File: src/rtl/pong_game_core.sv
// pong_game_core: two-player Pong game state on a cell grid.
//
// Holds both paddles, the ball, the scores and the game FSM
// (SERVE -> PLAY -> POINT -> SERVE/GAME_OVER), and flags whether the
// pixel currently being drawn lies on a paddle or on the ball.
//
// Ports
//   clk                        system clock, all state on the rising edge
//   reset                      asynchronous, active-low reset
//   frame_tick                 one-cycle pulse per video frame
//   up_l/down_l/up_r/down_r    paddle buttons (already synchronised)
//   serve                      one-cycle serve / restart request
//   hori_cell, vert_cell       pixel position being drawn, in cells
//   on_paddle_l/on_paddle_r    pixel lies on the left / right paddle
//   on_ball                    pixel lies on the ball (SERVE or PLAY only)
//   score_l, score_r           current scores
//   state                      SERVE=0, PLAY=1, POINT=2, GAME_OVER=3
//
// Handshake: serve and frame_tick are single-cycle strobes sampled on the
// rising clock edge; there is no backpressure, so a strobe that arrives in
// a state that does not use it is simply dropped.
module pong_game_core #(
    parameter int GRID_W       = 40,
    parameter int GRID_H       = 30,
    parameter int PADDLE_LEN   = 6,
    parameter int PADDLE_L_COL = 0,
    parameter int PADDLE_R_COL = 39,
    parameter int BALL_DIV     = 4,
    parameter int POINT_FRAMES = 60,
    parameter int SCORE_W      = 4,
    parameter int WIN_SCORE    = 9
) (
    input  logic               clk,
    input  logic               reset,
    input  logic               frame_tick,
    input  logic               up_l,
    input  logic               down_l,
    input  logic               up_r,
    input  logic               down_r,
    input  logic               serve,
    input  logic [9:0]         hori_cell,
    input  logic [9:0]         vert_cell,
    output logic               on_paddle_l,
    output logic               on_paddle_r,
    output logic               on_ball,
    output logic [SCORE_W-1:0] score_l,
    output logic [SCORE_W-1:0] score_r,
    output logic [1:0]         state
);

    typedef enum logic [1:0] {
        ST_SERVE     = 2'd0,
        ST_PLAY      = 2'd1,
        ST_POINT     = 2'd2,
        ST_GAME_OVER = 2'd3
    } state_t;

    localparam int STEP_W  = (BALL_DIV > 1) ? $clog2(BALL_DIV) : 1;
    localparam int POINT_W = (POINT_FRAMES > 1) ? $clog2(POINT_FRAMES) : 1;

    localparam logic [9:0]         PAD_MAX    = 10'(GRID_H - PADDLE_LEN);
    localparam logic [9:0]         PAD_INIT   = 10'((GRID_H - PADDLE_LEN) / 2);
    localparam logic [9:0]         PAD_SPAN   = 10'(PADDLE_LEN - 1);
    localparam logic [9:0]         BALL_X0    = 10'(GRID_W / 2);
    localparam logic [9:0]         BALL_Y0    = 10'(GRID_H / 2);
    localparam logic [9:0]         Y_MAX      = 10'(GRID_H - 1);
    localparam logic [9:0]         COL_L      = 10'(PADDLE_L_COL);
    localparam logic [9:0]         COL_R      = 10'(PADDLE_R_COL);
    localparam logic [9:0]         X_HIT_L    = 10'(PADDLE_L_COL + 1);
    localparam logic [9:0]         X_HIT_R    = 10'(PADDLE_R_COL - 1);
    localparam logic [STEP_W-1:0]  STEP_LAST  = STEP_W'(BALL_DIV - 1);
    localparam logic [POINT_W-1:0] POINT_LAST = POINT_W'(POINT_FRAMES - 1);
    localparam logic [SCORE_W-1:0] WIN        = SCORE_W'(WIN_SCORE);

    state_t               state_q, state_d;
    logic [9:0]           paddle_l_q, paddle_l_d, paddle_r_q, paddle_r_d;
    logic [9:0]           ball_x_q, ball_x_d, ball_y_q, ball_y_d;
    logic                 dx_q, dx_d;   // 1 = moving right
    logic                 dy_q, dy_d;   // 1 = moving down
    logic [STEP_W-1:0]    step_cnt_q, step_cnt_d;
    logic [POINT_W-1:0]   point_cnt_q, point_cnt_d;
    logic [SCORE_W-1:0]   score_l_q, score_l_d, score_r_q, score_r_d;

    // Candidate ball step, evaluated every cycle and used only on a step tick.
    logic [9:0] next_x, next_y;
    logic       next_dx, next_dy, miss_l, miss_r, hit_l, hit_r;

    function automatic logic [9:0] paddle_next(input logic [9:0] top,
                                               input logic up, input logic down);
        logic [9:0] nxt;
        nxt = top;
        if (up && !down && top != 10'd0)
            nxt = top - 10'd1;
        else if (down && !up && top != PAD_MAX)
            nxt = top + 10'd1;
        return nxt;
    endfunction

    // Collisions are judged against the registered (pre-update) paddles.
    assign hit_l = (ball_y_q >= paddle_l_q) && (ball_y_q <= paddle_l_q + PAD_SPAN);
    assign hit_r = (ball_y_q >= paddle_r_q) && (ball_y_q <= paddle_r_q + PAD_SPAN);

    always_ff @(posedge clk or negedge reset) begin
        if (!reset) begin
            state_q     <= ST_SERVE;
            paddle_l_q  <= PAD_INIT;
            paddle_r_q  <= PAD_INIT;
            ball_x_q    <= BALL_X0;
            ball_y_q    <= BALL_Y0;
            dx_q        <= 1'b1;
            dy_q        <= 1'b1;
            step_cnt_q  <= '0;
            point_cnt_q <= '0;
            score_l_q   <= '0;
            score_r_q   <= '0;
        end else begin
            state_q     <= state_d;
            paddle_l_q  <= paddle_l_d;
            paddle_r_q  <= paddle_r_d;
            ball_x_q    <= ball_x_d;
            ball_y_q    <= ball_y_d;
            dx_q        <= dx_d;
            dy_q        <= dy_d;
            step_cnt_q  <= step_cnt_d;
            point_cnt_q <= point_cnt_d;
            score_l_q   <= score_l_d;
            score_r_q   <= score_r_d;
        end
    end

    always_comb begin
        state_d     = state_q;
        paddle_l_d  = paddle_l_q;
        paddle_r_d  = paddle_r_q;
        ball_x_d    = ball_x_q;
        ball_y_d    = ball_y_q;
        dx_d        = dx_q;
        dy_d        = dy_q;
        step_cnt_d  = step_cnt_q;
        point_cnt_d = point_cnt_q;
        score_l_d   = score_l_q;
        score_r_d   = score_r_q;
        next_x      = ball_x_q;
        next_y      = ball_y_q;
        next_dx     = dx_q;
        next_dy     = dy_q;
        miss_l      = 1'b0;
        miss_r      = 1'b0;

        // Vertical: bounce off top/bottom walls, landing one row inside.
        if (!dy_q && ball_y_q == 10'd0) begin
            next_dy = 1'b1;
            next_y  = 10'd1;
        end else if (dy_q && ball_y_q == Y_MAX) begin
            next_dy = 1'b0;
            next_y  = Y_MAX - 10'd1;
        end else if (dy_q) begin
            next_y = ball_y_q + 10'd1;
        end else begin
            next_y = ball_y_q - 10'd1;
        end

        // Horizontal: the column next to a paddle either returns or misses.
        if (dx_q && ball_x_q == X_HIT_R) begin
            if (hit_r) begin
                next_dx = 1'b0;
                next_x  = ball_x_q - 10'd1;
            end else begin
                miss_r = 1'b1;
            end
        end else if (!dx_q && ball_x_q == X_HIT_L) begin
            if (hit_l) begin
                next_dx = 1'b1;
                next_x  = ball_x_q + 10'd1;
            end else begin
                miss_l = 1'b1;
            end
        end else if (dx_q) begin
            next_x = ball_x_q + 10'd1;
        end else begin
            next_x = ball_x_q - 10'd1;
        end

        if (frame_tick && state_q != ST_GAME_OVER) begin
            paddle_l_d = paddle_next(paddle_l_q, up_l, down_l);
            paddle_r_d = paddle_next(paddle_r_q, up_r, down_r);
        end

        case (state_q)
            ST_SERVE: begin
                // A tick arriving with serve is not counted toward the first step.
                if (serve)
                    state_d = ST_PLAY;
            end
            ST_PLAY: begin
                if (frame_tick) begin
                    if (step_cnt_q == STEP_LAST) begin
                        step_cnt_d = '0;
                        if (miss_l || miss_r) begin
                            // Ball freezes; dx keeps pointing at the conceding side.
                            state_d     = ST_POINT;
                            point_cnt_d = '0;
                            if (miss_r)
                                score_l_d = score_l_q + SCORE_W'(1);
                            else
                                score_r_d = score_r_q + SCORE_W'(1);
                        end else begin
                            ball_x_d = next_x;
                            ball_y_d = next_y;
                            dx_d     = next_dx;
                            dy_d     = next_dy;
                        end
                    end else begin
                        step_cnt_d = step_cnt_q + STEP_W'(1);
                    end
                end
            end
            ST_POINT: begin
                if (frame_tick) begin
                    if (point_cnt_q == POINT_LAST) begin
                        point_cnt_d = '0;
                        if (score_l_q == WIN || score_r_q == WIN) begin
                            state_d = ST_GAME_OVER;
                        end else begin
                            state_d  = ST_SERVE;
                            ball_x_d = BALL_X0;
                            ball_y_d = BALL_Y0;
                            dy_d     = 1'b1;
                        end
                    end else begin
                        point_cnt_d = point_cnt_q + POINT_W'(1);
                    end
                end
            end
            ST_GAME_OVER: begin
                if (serve) begin
                    state_d   = ST_SERVE;
                    score_l_d = '0;
                    score_r_d = '0;
                    ball_x_d  = BALL_X0;
                    ball_y_d  = BALL_Y0;
                    dx_d      = 1'b1;
                    dy_d      = 1'b1;
                end
            end
            default: state_d = ST_SERVE;
        endcase
    end

    assign on_paddle_l = (hori_cell == COL_L) && (vert_cell >= paddle_l_q) &&
                         (vert_cell <= paddle_l_q + PAD_SPAN);
    assign on_paddle_r = (hori_cell == COL_R) && (vert_cell >= paddle_r_q) &&
                         (vert_cell <= paddle_r_q + PAD_SPAN);
    assign on_ball     = (state_q == ST_SERVE || state_q == ST_PLAY) &&
                         (hori_cell == ball_x_q) && (vert_cell == ball_y_q);
    assign score_l     = score_l_q;
    assign score_r     = score_r_q;
    assign state       = state_q;

endmodule

File: config.mk
export PLATFORM = sky130hd
export DESIGN_NAME = pong_game_core
export DESIGN_NICKNAME = d
export VERILOG_FILES = /design/src/rtl/pong_game_core.sv
export SDC_FILE = /design/constraint.sdc
export NUM_CORES = 1
export LEC_CHECK = 0
export CAP_MARGIN = 5
export CORE_ASPECT_RATIO = 0.7
export CORE_MARGIN = 2
export CORE_UTILIZATION = 62
export CTS_CLUSTER_SIZE = 10
export DETAILED_ROUTE_END_ITERATION = 6
export PLACE_DENSITY = 0.82
export SLEW_MARGIN = 10
export SYNTH_ARGS = -nofsm -noshare
export SYNTH_HDL_FRONTEND = slang
export SYNTH_SLANG_ARGS = --single-unit
File: constraint.sdc
create_clock -name clk -period 4.5 [get_ports clk]
set_clock_uncertainty 0.1 [all_clocks]
set_input_delay 0.675 -clock clk [delete_from_list [all_inputs] [get_ports clk]]
set_output_delay 0.675 -clock clk [all_outputs]
set_load 0.005 [all_outputs]
==> flow_metrics.py <==
metrics = {
    "finish": {
        "syn_to_final_growth_pct": 13.3,
        "final_cell_mix": "ha_1, nand2_1, nor2_1, o21ai_0, dfrtp_1",
        "fillers": 844,
        "finish.instance_area_um2": 7740,
        "n_antenna_cell": 0,
        "final_common_cell": "ha_1",
        "layout.nets": 973,
        "drive_above_1_share_pct": 10.8,
    },
    "power": {
        "power_density_nw_per_um2": 643,
        "p_leak_nw": 3.44,
        "power.internal_mw": 2.62,
        "clockPowerShare_pct": 15.4,
        "total_power_mw": 4.98,
        "peakVddDrop_v": 0.000266,
        "p_sw_mw": 2.36,
        "power_frac_comb_pct": 61.7,
        "sw_frac_of_total_pct": 47.4,
        "pwr-share-seq_pct": 23.0,
    },
    "global_routing": {
        "grt_max_degree": 40,
        "grtUsageTotal_pct": 33.5,
        "overflow": 0,
        "grt_pass1_vias": 6425,
        "antenna_found_initial": 0,
        "grt_pass1_wl_um": 31700,
    },
    "die": {
        "start_util_pct": 62.7,
        "row_count": 32,
        "core_region_area_um2": 10900,
        "io_pins": 41,
        "dieHeight_um": 91.8,
        "die_area_um2": 11900,
        "die_x_um": 129,
    },
    "synthesis": {
        "syn_area_um2": 6830,
        "synth-edff-count": 0,
        "synth-async-reset-ratio_pct": 100,
        "synth_seq_area_share_pct": 22.2,
        "synth_adder_area_share_pct": 20.5,
        "synth_xor_area_share_pct": 9.82,
        "synth_fp_nets": 930,
        "ys_seq_elements": 60,
        "avgSynthCellArea_um2": 8.59,
        "synth_top_family_by_area": "compound AO/OA/AOI/OAI gates",
        "synth_simple_gate_area_share_pct": 19.4,
        "yosysWarnings": 0,
        "synth-main-ff-cell": "dfrtp_1",
        "synth_compound_area_share_pct": 21.4,
        "muxShareOfSynthArea_pct": 1.59,
        "synth_cell_types": 87,
        "netlist_instances": 795,
    },
    "placed_design": {
        "portBuffers": 40,
        "hpwlAfterDp_um": 14500,
        "placed_area_um2": 7390,
        "gp_congestion": 0.941,
    },
    "worst_setup_path": {
        "worstRegToRegCells": 14,
        "cp_num_buf_inv": 1,
        "crit_chain": "ha_2 > xor2_1 > ha_2 > o211ai_1 > a41oi_1 > o31a_1 > maj3_2 > maj3_1 > maj3_2 > a221oi_2 > o41a_1 > clkbuf_2",
        "crit_slowest_cell": "dfrtp_1",
        "critPathMaxFanout": 5,
        "cpLargestDelayFamily": "adder cells",
        "crit_path_start_kind": "register",
        "critPathKind": "register to output port",
        "r2r_start": "paddle_r_q[2]",
        "critPathArrivalTime_ns": 3.47,
        "cpPeakStageDelay_ns": 0.43,
        "setup.worst_path.start": "paddle_l_q[0]",
        "critical_path_depth": 12,
        "required_ns": 3.72,
        "end_kind": "output port",
    },
    "drt": {
        "route.detailed.drc": 0,
        "wire_per_inst_um": 19.0,
        "first_pass_iters": 5,
        "via_per_inst": 6.45,
        "wirelength_um": 18900,
        "vias": 6424,
        "antenna_left": 0,
        "first_iter_violations": 633,
    },
    "clock_tree": {
        "cts_tree": "built",
        "cts-root-buf": "clkbuf_16",
        "hold_buffers": 0,
        "clk_latency_ns": 0.34,
        "cts.clk_slew.worst_paths_ns": 0.06,
        "htreeDepth": 3,
        "cts_sinks": 60,
        "clockBufferDepth": 2,
        "cts_made_buffers": 9,
    },
    "sta": {
        "hold_viol": 0,
        "fin_crit_ns": 4.25,
        "slew-limit-headroom_pct": 22.9,
        "grt_setup_unrepaired": "false",
        "fmax_ghz": 0.236,
        "finalSetupViolCount": 0,
        "hold_slack_ns": 0.207,
        "worst_pin_slew_ns": 1.15,
        "final_max_slew_viol_count": 0,
        "fin_crit_sh_pct": 94.3,
    },
    "status": {
        "run_status": "finished clean",
    },
    "run": {
        "drv_cap": 0,
    },
    "worst_hold_path": {
        "hp-class": "input port to asynchronous set/reset pin",
    },
}
## cells in the mapped netlist, drive strengths merged (4+ instances only)
library cell | instances | share of area [%]
a211oi | 9 | 1.1
a21boi | 6 | 0.66
a21o | 19 | 2.1
a21oi | 37 | 2.9
a221oi | 4 | 0.86
a31o | 6 | 0.77
a31oi | 12 | 1.2
and2 | 4 | 0.37
buf | 9 | 0.99
clkbuf | 19 | 1.2
dfrtp | 48 | 18
dfstp | 12 | 4.6
ha | 104 | 19
inv | 47 | 2.6
maj3 | 4 | 0.62
mux2 | 7 | 1.2
nand2 | 69 | 3.8
nand2b | 8 | 0.73
nand3 | 25 | 1.8
nand4 | 16 | 1.6
nor2 | 57 | 3.1
nor2b | 10 | 0.92
nor3 | 25 | 1.8
nor3b | 4 | 0.44
nor4 | 13 | 1.7
o211ai | 6 | 0.66
o21a | 15 | 1.6
o21ai | 48 | 3.5
o31ai | 10 | 1.2
or3 | 4 | 0.37
or4 | 8 | 0.99
xnor2 | 36 | 4.7
xor2 | 32 | 4.1
## path summary, 6_finish.rpt
check | endpoint | slack, ns
max reg2reg | ball_x_q[9] | 0.43
max in group asynchronous | ball_y_q[0] | 3.15
max | on_paddle_l | 0.25
min | paddle_r_q[5] | 0.21
min reg2reg | dy_q | 0.42
min in group clk | dy_q | 0.42
## stage by stage
step	worst slack (ns)	std cells	setup TNS (ns)	utilization (%)
finish	0.254	996	0	71.1
detailed placement	-0.201	977	-0.201	67.9
global placement	-0.188	977	-0.188	67.9
CTS	0.0385	995	0	71.0
global route	0.0738	996	0	71.1
floorplan	0.590	795	0	-
## registers in the layout (all words and copies together) (netlist names)
name,flops
ball_y_q,10
paddle_r_q,10
dy_q,1
state,2
paddle_l_q,10
dx_q,1
ball_x_q,10
point_cnt_q,6
score_l,4
step_cnt_q,2
score_r,4
## layout make-up
class                   instances  area [µm²]  area share (%)
well taps                     153         191            2.47
multi-input cells             658        4980            64.3
clock inverters                 7        98.8            1.28
repair buffers                 62         557            7.19
clock buffers                   9         225            2.91
flip-flops and latches         60        1520            19.6
inverters                      47         176            2.28
## cell families (layout without fill, tap and decap cells)
| kind of cell | Yosys count | after routing |
|---|---|---|
| muxes | 10 | 10 |
| xor gates and xnor gates | 71 | 71 |
| DFF | 60 | 60 |
| adders and majority gates | 111 | 111 |
| AOI/OAI and AO/OA | 209 | 209 |
| and+or+nand+nor | 257 | 257 |
| buffers and inverters | 77 | 125 |
## power groups by stage
stage                     Clock (mW)  Combinational [mW]  Sequential [mW]
after CTS                      0.773                3.01             1.12
after global placement             0                2.76             1.11
after global routing           0.796                3.44             1.16
after detailed placement           0                2.96             1.13
after floorplan                    0                2.34            0.936
final                          0.765                3.07             1.14
## routing by layer
metal  track usage (%)  up-vias  share of wire (%)
met3              6.94       39                8.4
met1              45.9     3085                 44
met5                 0        -                  0
met2              53.7      286                 45
met4              9.68        0                2.1
li1                  -     3014                  -
## repair_timing
| item | CTS | global route |
|---|---|---|
| gates resized for setup | 4 | 7 |
| buffers inserted | 2 | 0 |
| pin swaps | 1 | 2 |
| endpoints found under the setup margin | 1 | 2 |
Note: power is estimated with default switching activity, not from simulation.
